File: src/rtl/pc_fetch_unit.sv
// PC register and instruction fetch sequencer: requests the word at PC from
// instruction memory, presents it to the datapath and advances PC on commit.
module pc_fetch_unit #(
    parameter int           N        = 32,
    parameter logic [N-1:0] RESET_PC = '0
) (
    input  logic         clk,
    input  logic         reset_n,
    input  logic [N-1:0] PCPlus4,
    input  logic [N-1:0] PCBranch,
    input  logic [N-1:0] PCJump,
    input  logic         PCSrc,
    input  logic         Jump,
    output logic         imem_req_valid,
    output logic [N-1:0] imem_req_addr,
    input  logic         imem_req_ready,
    input  logic         imem_rsp_valid,
    input  logic [N-1:0] imem_rsp_data,
    output logic [N-1:0] PC,
    output logic [N-1:0] Instr,
    output logic         instr_valid,
    input  logic         instr_ready,
    output logic         fetch_err,
    output logic [N-1:0] instr_count,
    output logic [1:0]   dbg_state
);

    // Handshakes: a transfer happens on a rising edge where valid and ready are
    // both high; valid never depends on ready and payload is stable while
    // valid is high and ready is low. Only one memory request is outstanding.
    typedef enum logic [1:0] {
        ST_REQ  = 2'd0,
        ST_WAIT = 2'd1,
        ST_HOLD = 2'd2,
        ST_ERR  = 2'd3
    } state_t;

    state_t       r_state;
    state_t       w_next_state;
    logic [N-1:0] r_pc;
    logic [N-1:0] r_instr;
    logic [N-1:0] r_instr_count;
    logic         r_req_valid;
    logic         r_instr_valid;
    logic         r_fetch_err;
    logic [N-1:0] w_next_pc;
    logic         w_misaligned;
    logic         w_commit;
    logic         w_capture;

    always_comb begin
        w_next_state = r_state;
        w_commit     = 1'b0;
        w_capture    = 1'b0;
        w_next_pc    = Jump ? PCJump : (PCSrc ? PCBranch : PCPlus4);
        w_misaligned = |w_next_pc[1:0];
        case (r_state)
            ST_REQ: begin
                if (r_req_valid && imem_req_ready) begin
                    w_next_state = ST_WAIT;
                end
            end
            ST_WAIT: begin
                if (imem_rsp_valid) begin
                    w_capture    = 1'b1;
                    w_next_state = ST_HOLD;
                end
            end
            ST_HOLD: begin
                if (instr_ready) begin
                    w_commit     = 1'b1;
                    w_next_state = w_misaligned ? ST_ERR : ST_REQ;
                end
            end
            default: begin
                w_next_state = ST_ERR;
            end
        endcase
    end

    // Valid flags are registered from the next state so that both are low
    // while reset is held, and the first request appears one cycle after it.
    always_ff @(posedge clk) begin
        if (!reset_n) begin
            r_state       <= ST_REQ;
            r_pc          <= RESET_PC;
            r_instr       <= '0;
            r_instr_count <= '0;
            r_req_valid   <= 1'b0;
            r_instr_valid <= 1'b0;
            r_fetch_err   <= 1'b0;
        end else begin
            r_state       <= w_next_state;
            r_req_valid   <= (w_next_state == ST_REQ);
            r_instr_valid <= (w_next_state == ST_HOLD);
            if (w_capture) begin
                r_instr <= imem_rsp_data;
            end
            if (w_commit) begin
                r_pc          <= w_next_pc;
                r_instr_count <= r_instr_count + {{(N-1){1'b0}}, 1'b1};
                if (w_misaligned) begin
                    r_fetch_err <= 1'b1;
                end
            end
        end
    end

    assign imem_req_valid = r_req_valid;
    assign imem_req_addr  = r_pc;
    assign PC             = r_pc;
    assign Instr          = r_instr;
    assign instr_valid    = r_instr_valid;
    assign fetch_err      = r_fetch_err;
    assign instr_count    = r_instr_count;
    assign dbg_state      = r_state;

endmodule

File: config.mk
export PLATFORM = sky130hd
export DESIGN_NAME = pc_fetch_unit
export DESIGN_NICKNAME = d
export VERILOG_FILES = /design/src/rtl/pc_fetch_unit.sv
export SDC_FILE = /design/constraint.sdc
export NUM_CORES = 1
export LEC_CHECK = 0
export CORE_MARGIN = 2
export CORE_UTILIZATION = 39
export CTS_CLUSTER_SIZE = 8
export DETAILED_ROUTE_END_ITERATION = 12
export HOLD_SLACK_MARGIN = 0.1
export PLACE_DENSITY = 0.85
export REMOVE_ABC_BUFFERS = 1
export SETUP_SLACK_MARGIN = 0.05
export SYNTH_ARGS = -nofsm -noshare
export SYNTH_HDL_FRONTEND = slang
export SYNTH_SLANG_ARGS = --single-unit
File: constraint.sdc
create_clock -name clk -period 2.59 [get_ports clk]
set_input_delay 0.3885 -clock clk [delete_from_list [all_inputs] [get_ports clk]]
set_output_delay 0.3885 -clock clk [all_outputs]
set_load 0.05 [all_outputs]
# Yosys cells after proc, flatten, opt, wreduce, memory -nomap -nowiden
# Index checks and enable logic that the tools add are counted.
[word_totals] regBits=101 inputBits=135 output_inout_bits=133 word_cells=27
[op_classes] add_sub_neg=1 eq_ne=3 muxes=11 n_reduce_logical=5
[ops] op="$mux W32" count=2
[ops] op="$add A32 B1 Y32 const B" count=1
[ops] op="$mux W2" count=4
[ops] op="$pmux W2 S3" count=1
[ops] op="$eq A2 B2 Y1 const B" count=2
[ops] op="$logic_not A2 Y1" count=2
[ops] op="$mux W1" count=4
[ops] op="$eq A2 B1 Y1 const B" count=1
[ops] op="$reduce_and A2 Y1" count=1
[ops] op="$reduce_or A2 Y1" count=1
[ops] op="$logic_and A1 B1 Y1" count=1

# Logic depth before layout (Yosys ltp)
[depth] word_depth=7 mapped_depth=7 depth_no_buf=5

# Worst setup path after synthesis
# Ideal clock, no wire load.
[synth_path] kind="register -> register" startpoint="register r_instr_count[0] (netlist: instr_count[0])" endpoint="register r_instr_count[28] (netlist: instr_count[28])" t_arrival_ns=2.369 setup_slack_ns=0.149 path_stages_with_launch=8 synth_period_minus_slack_ns=2.441 cell_sequence="dfxtp_1 > ha_1 > nand3_2 > or4_1 > buf_2 > buf_2 > nor4_2 > mux2i_1"
[synth_between] elab_chain_len=1
[synth_lines] item="start: declaration" line_no="42" source="logic [N-1:0] r_instr_count;"
[synth_lines] item="start signal: assignment" line_no="101" source="r_instr_count <= r_instr_count + {{(N-1){1'b0}}, 1'b1};"
[synth_lines] item="$add A32 B1 Y32" line_no="101"
# Every way passes these cells.
# A chain may end at the register's enable or synchronous reset.

# Final worst setup path
[layout_path] startpoint="register r_instr_count[0] (netlist: instr_count[0])" endpoint="register r_instr_count[30] (netlist: instr_count[30])"
# The elaborated chain is that of the path after synthesis.

==> impl_metrics.yaml <==
place:
  dp.cells: 973
  place.gp.congestion: 0.8016
  dp_hpwl_um: 11150
  placed_cell_area_um2: 7362
  portBuffers: 267
  pre_cts_slack_ns: 0.1100
critical_path:
  critPathArrivalTime_ns: 2.53
  critPathKind: "reg -> reg"
  cp_max_fo: 18
  worstSetupEndpointType: "register"
  crit_required_ns: 2.86
  startpoint_type: "register"
power_and_ir_drop:
  ir_worst_vdd_v: 0.0002975
  leakage_uw: 0.002660
  powerDensity_nw_per_um2: 488.6
yosys:
  async_reset_ff_share_pct: 0
  yosys.cell_types.count: 39
  yosys_register_bits: 101
  synth_cells: 618
  syn_avg_cell_area_um2: 7.766
  ys_seq_area_share_pct: 42.13
  ys_warn_count: 0
  synth_edf_count: 0
  syn_area_um2: 4800
  postSynth.topFlopCell: "dfxtp_1"
cts:
  cts_root_buffer: "clkbuf_16"
  cts_buffers: 9
  clock_latency_ns: 0.34
  htree_levels: 3
  clkTransAtPathRegs_ns: 0.07
  post_cts_buffers: 0
  cts-resized-gates: 0
  ctsLongestPathBuffers: 2
  cts_num_sinks: 101
  cts_hold_buf: 0
  cts_tree: "done"
timing:
  hold_viol: 0
  tightest_slew_ns: 0.5792
  skew_ns: 0.005035
  setup_viol: 0
  fin_ws_ns: 0.3293
  slew_violations: 0
  post-route-period-util_pct: 87.28
  min_period_ns: 2.261
  slew_headroom_pct: 61.27
  hold_ws_ns: 0.4533
  rsz0062_at_grt: "no"
  achievable-frequency_mhz: 442.3
routing:
  wl_per_cell_um: 14.96
  drt-initial-drc-count: 267
  drcViolationCount: 0
  firstDrtPassIters: 4
  vias: 4964
  via_per_inst: 5.019
  detail-route-antenna-nets: 0
  wl_um: 14800
cells_and_area:
  num-nets-final: 973
  postLayoutCoreUtil_pct: 64.00
  diodes: 0
  mostFrequentLayoutCells: "265 x clkdlybuf4s50_1, 169 x nand2_1, 101 x dfxtp_1"
  syn_to_final_growth_pct: 60.17
  fin_area_um2: 7687
  final_common_cell: "clkdlybuf4s50_1"
  layout-drive-gt1-share_pct: 4.513
  layoutNonFillerInstCount: 989
  fillers: 1033
status:
  outcome: "finished clean"
global_route:
  grt_pass1_vias: 4561
  antenna_found_initial: 0
  grtUsageMet3_pct: 4.270
  grt.busiest_layer: "met2"
  track_usage_pct: 21.25
  grtUsageMet1_pct: 25.02
  grt_pass1_wl_um: 22400
  met2_usage_pct: 37.61
  grt_start_max_net_pins: 47
  grt_overflow: 0
run:
  cap_violations: 0
die:
  row_count: 40
  die_h_um: 114.9
  core_region_area_um2: 12010
  die_w_um: 114.9
  ios: 268
  die_area_um2: 13210
  start_util_pct: 39.96
hold_path:
  min_path_type: "reg -> reg"
-- registers in the layout, indices dropped and copies added, names as in the netlist --
signal and flops:
dbg_state 2, Instr 32, PC 32, instr_valid 1
fetch_err 1, imem_req_valid 1, instr_count 32
-- report_power, final --
part           total [µW]  switching, µW  internal [µW]  leakage, µW
clock                1450            597            850     0.000148
sequential           1620           27.3           1590     0.000815
combinational         691            362            330      0.00170
-- area by class of cell --
cell class | instances | area, µm² | share of cell area [%]
Timing Repair Buffer | 279 | 2765 | 35.97
Tap cell | 147 | 183.9 | 2.393
Multi-Input combinational cell | 436 | 2352 | 30.60
Clock buffer | 9 | 225.2 | 2.930
Inverter | 10 | 38.79 | 0.5046
Clock inverter | 7 | 100.1 | 1.302
Sequential cell | 101 | 2022 | 26.30
-- logic make-up (layout without fill, tap and decap cells) --
kind of cell	Yosys count	in the layout	share of synthesized area, %
xor gates and xnor gates	11	11	2.007
adders and majority gates	1	1	0.2606
muxes	35	35	7.351
and+or+nand+nor	250	250	23.88
DFF	101	101	42.13
buffers and inverters	81	305	8.915
AOI/OAI and AO/OA	139	139	15.46
-- metal layers --
metal	routed length, µm	vias to the layer above
met5	0	-
met4	434	0
met3	1002	28
met2	7419	194
met1	5938	2226
li1	-	2516
-- cell usage after synthesis, drive strengths merged (6+ instances only) --
master,number,share of area [%]
o31ai,11,1.7
dfxtp,101,42
inv,10,0.78
buf,40,5.7
nand4,10,1.4
a21oi,84,8.8
or4,14,2.2
nand2,169,13
nor2,15,1.2
clkbuf,31,2.4
or3,6,0.78
o21ai,37,3.9
nand3,10,1.1
mux2i,33,6.9
xnor2,7,1.3
-- through the flow --
step	TNS, ns	power [µW]
6_report	0	3756
5_1_grt	0	3895
4_1_cts	0	3791
3_5_place_dp	0	2348
3_3_place_gp	0	2342
2_1_floorplan	-7.668	1965
-- worst max-delay path, stage by stage, from the launching register on --
cell     delay [ns]
dfxtp_1        0.43
ha_1           0.22
nand3_2        0.15
or4_1          0.53
buf_4          0.21
or4_1          0.52
a21oi_1        0.15
-- path summary, 6_finish.rpt --
| check | depth (start not counted) | endpoint | startpoint | slack (ns) |
|---|---|---|---|---|
| worst max-delay path | 6 | instr_count[30] | instr_count[0] | 0.33 |
| worst min-delay path | 2 | Instr[0] | Instr[0] | 0.45 |
| worst max register to register | 6 | instr_count[30] | instr_count[0] | 0.33 |
| worst min register to register | 2 | Instr[0] | Instr[0] | 0.45 |
No activity file was read; power rests on OpenSTA's default activity.
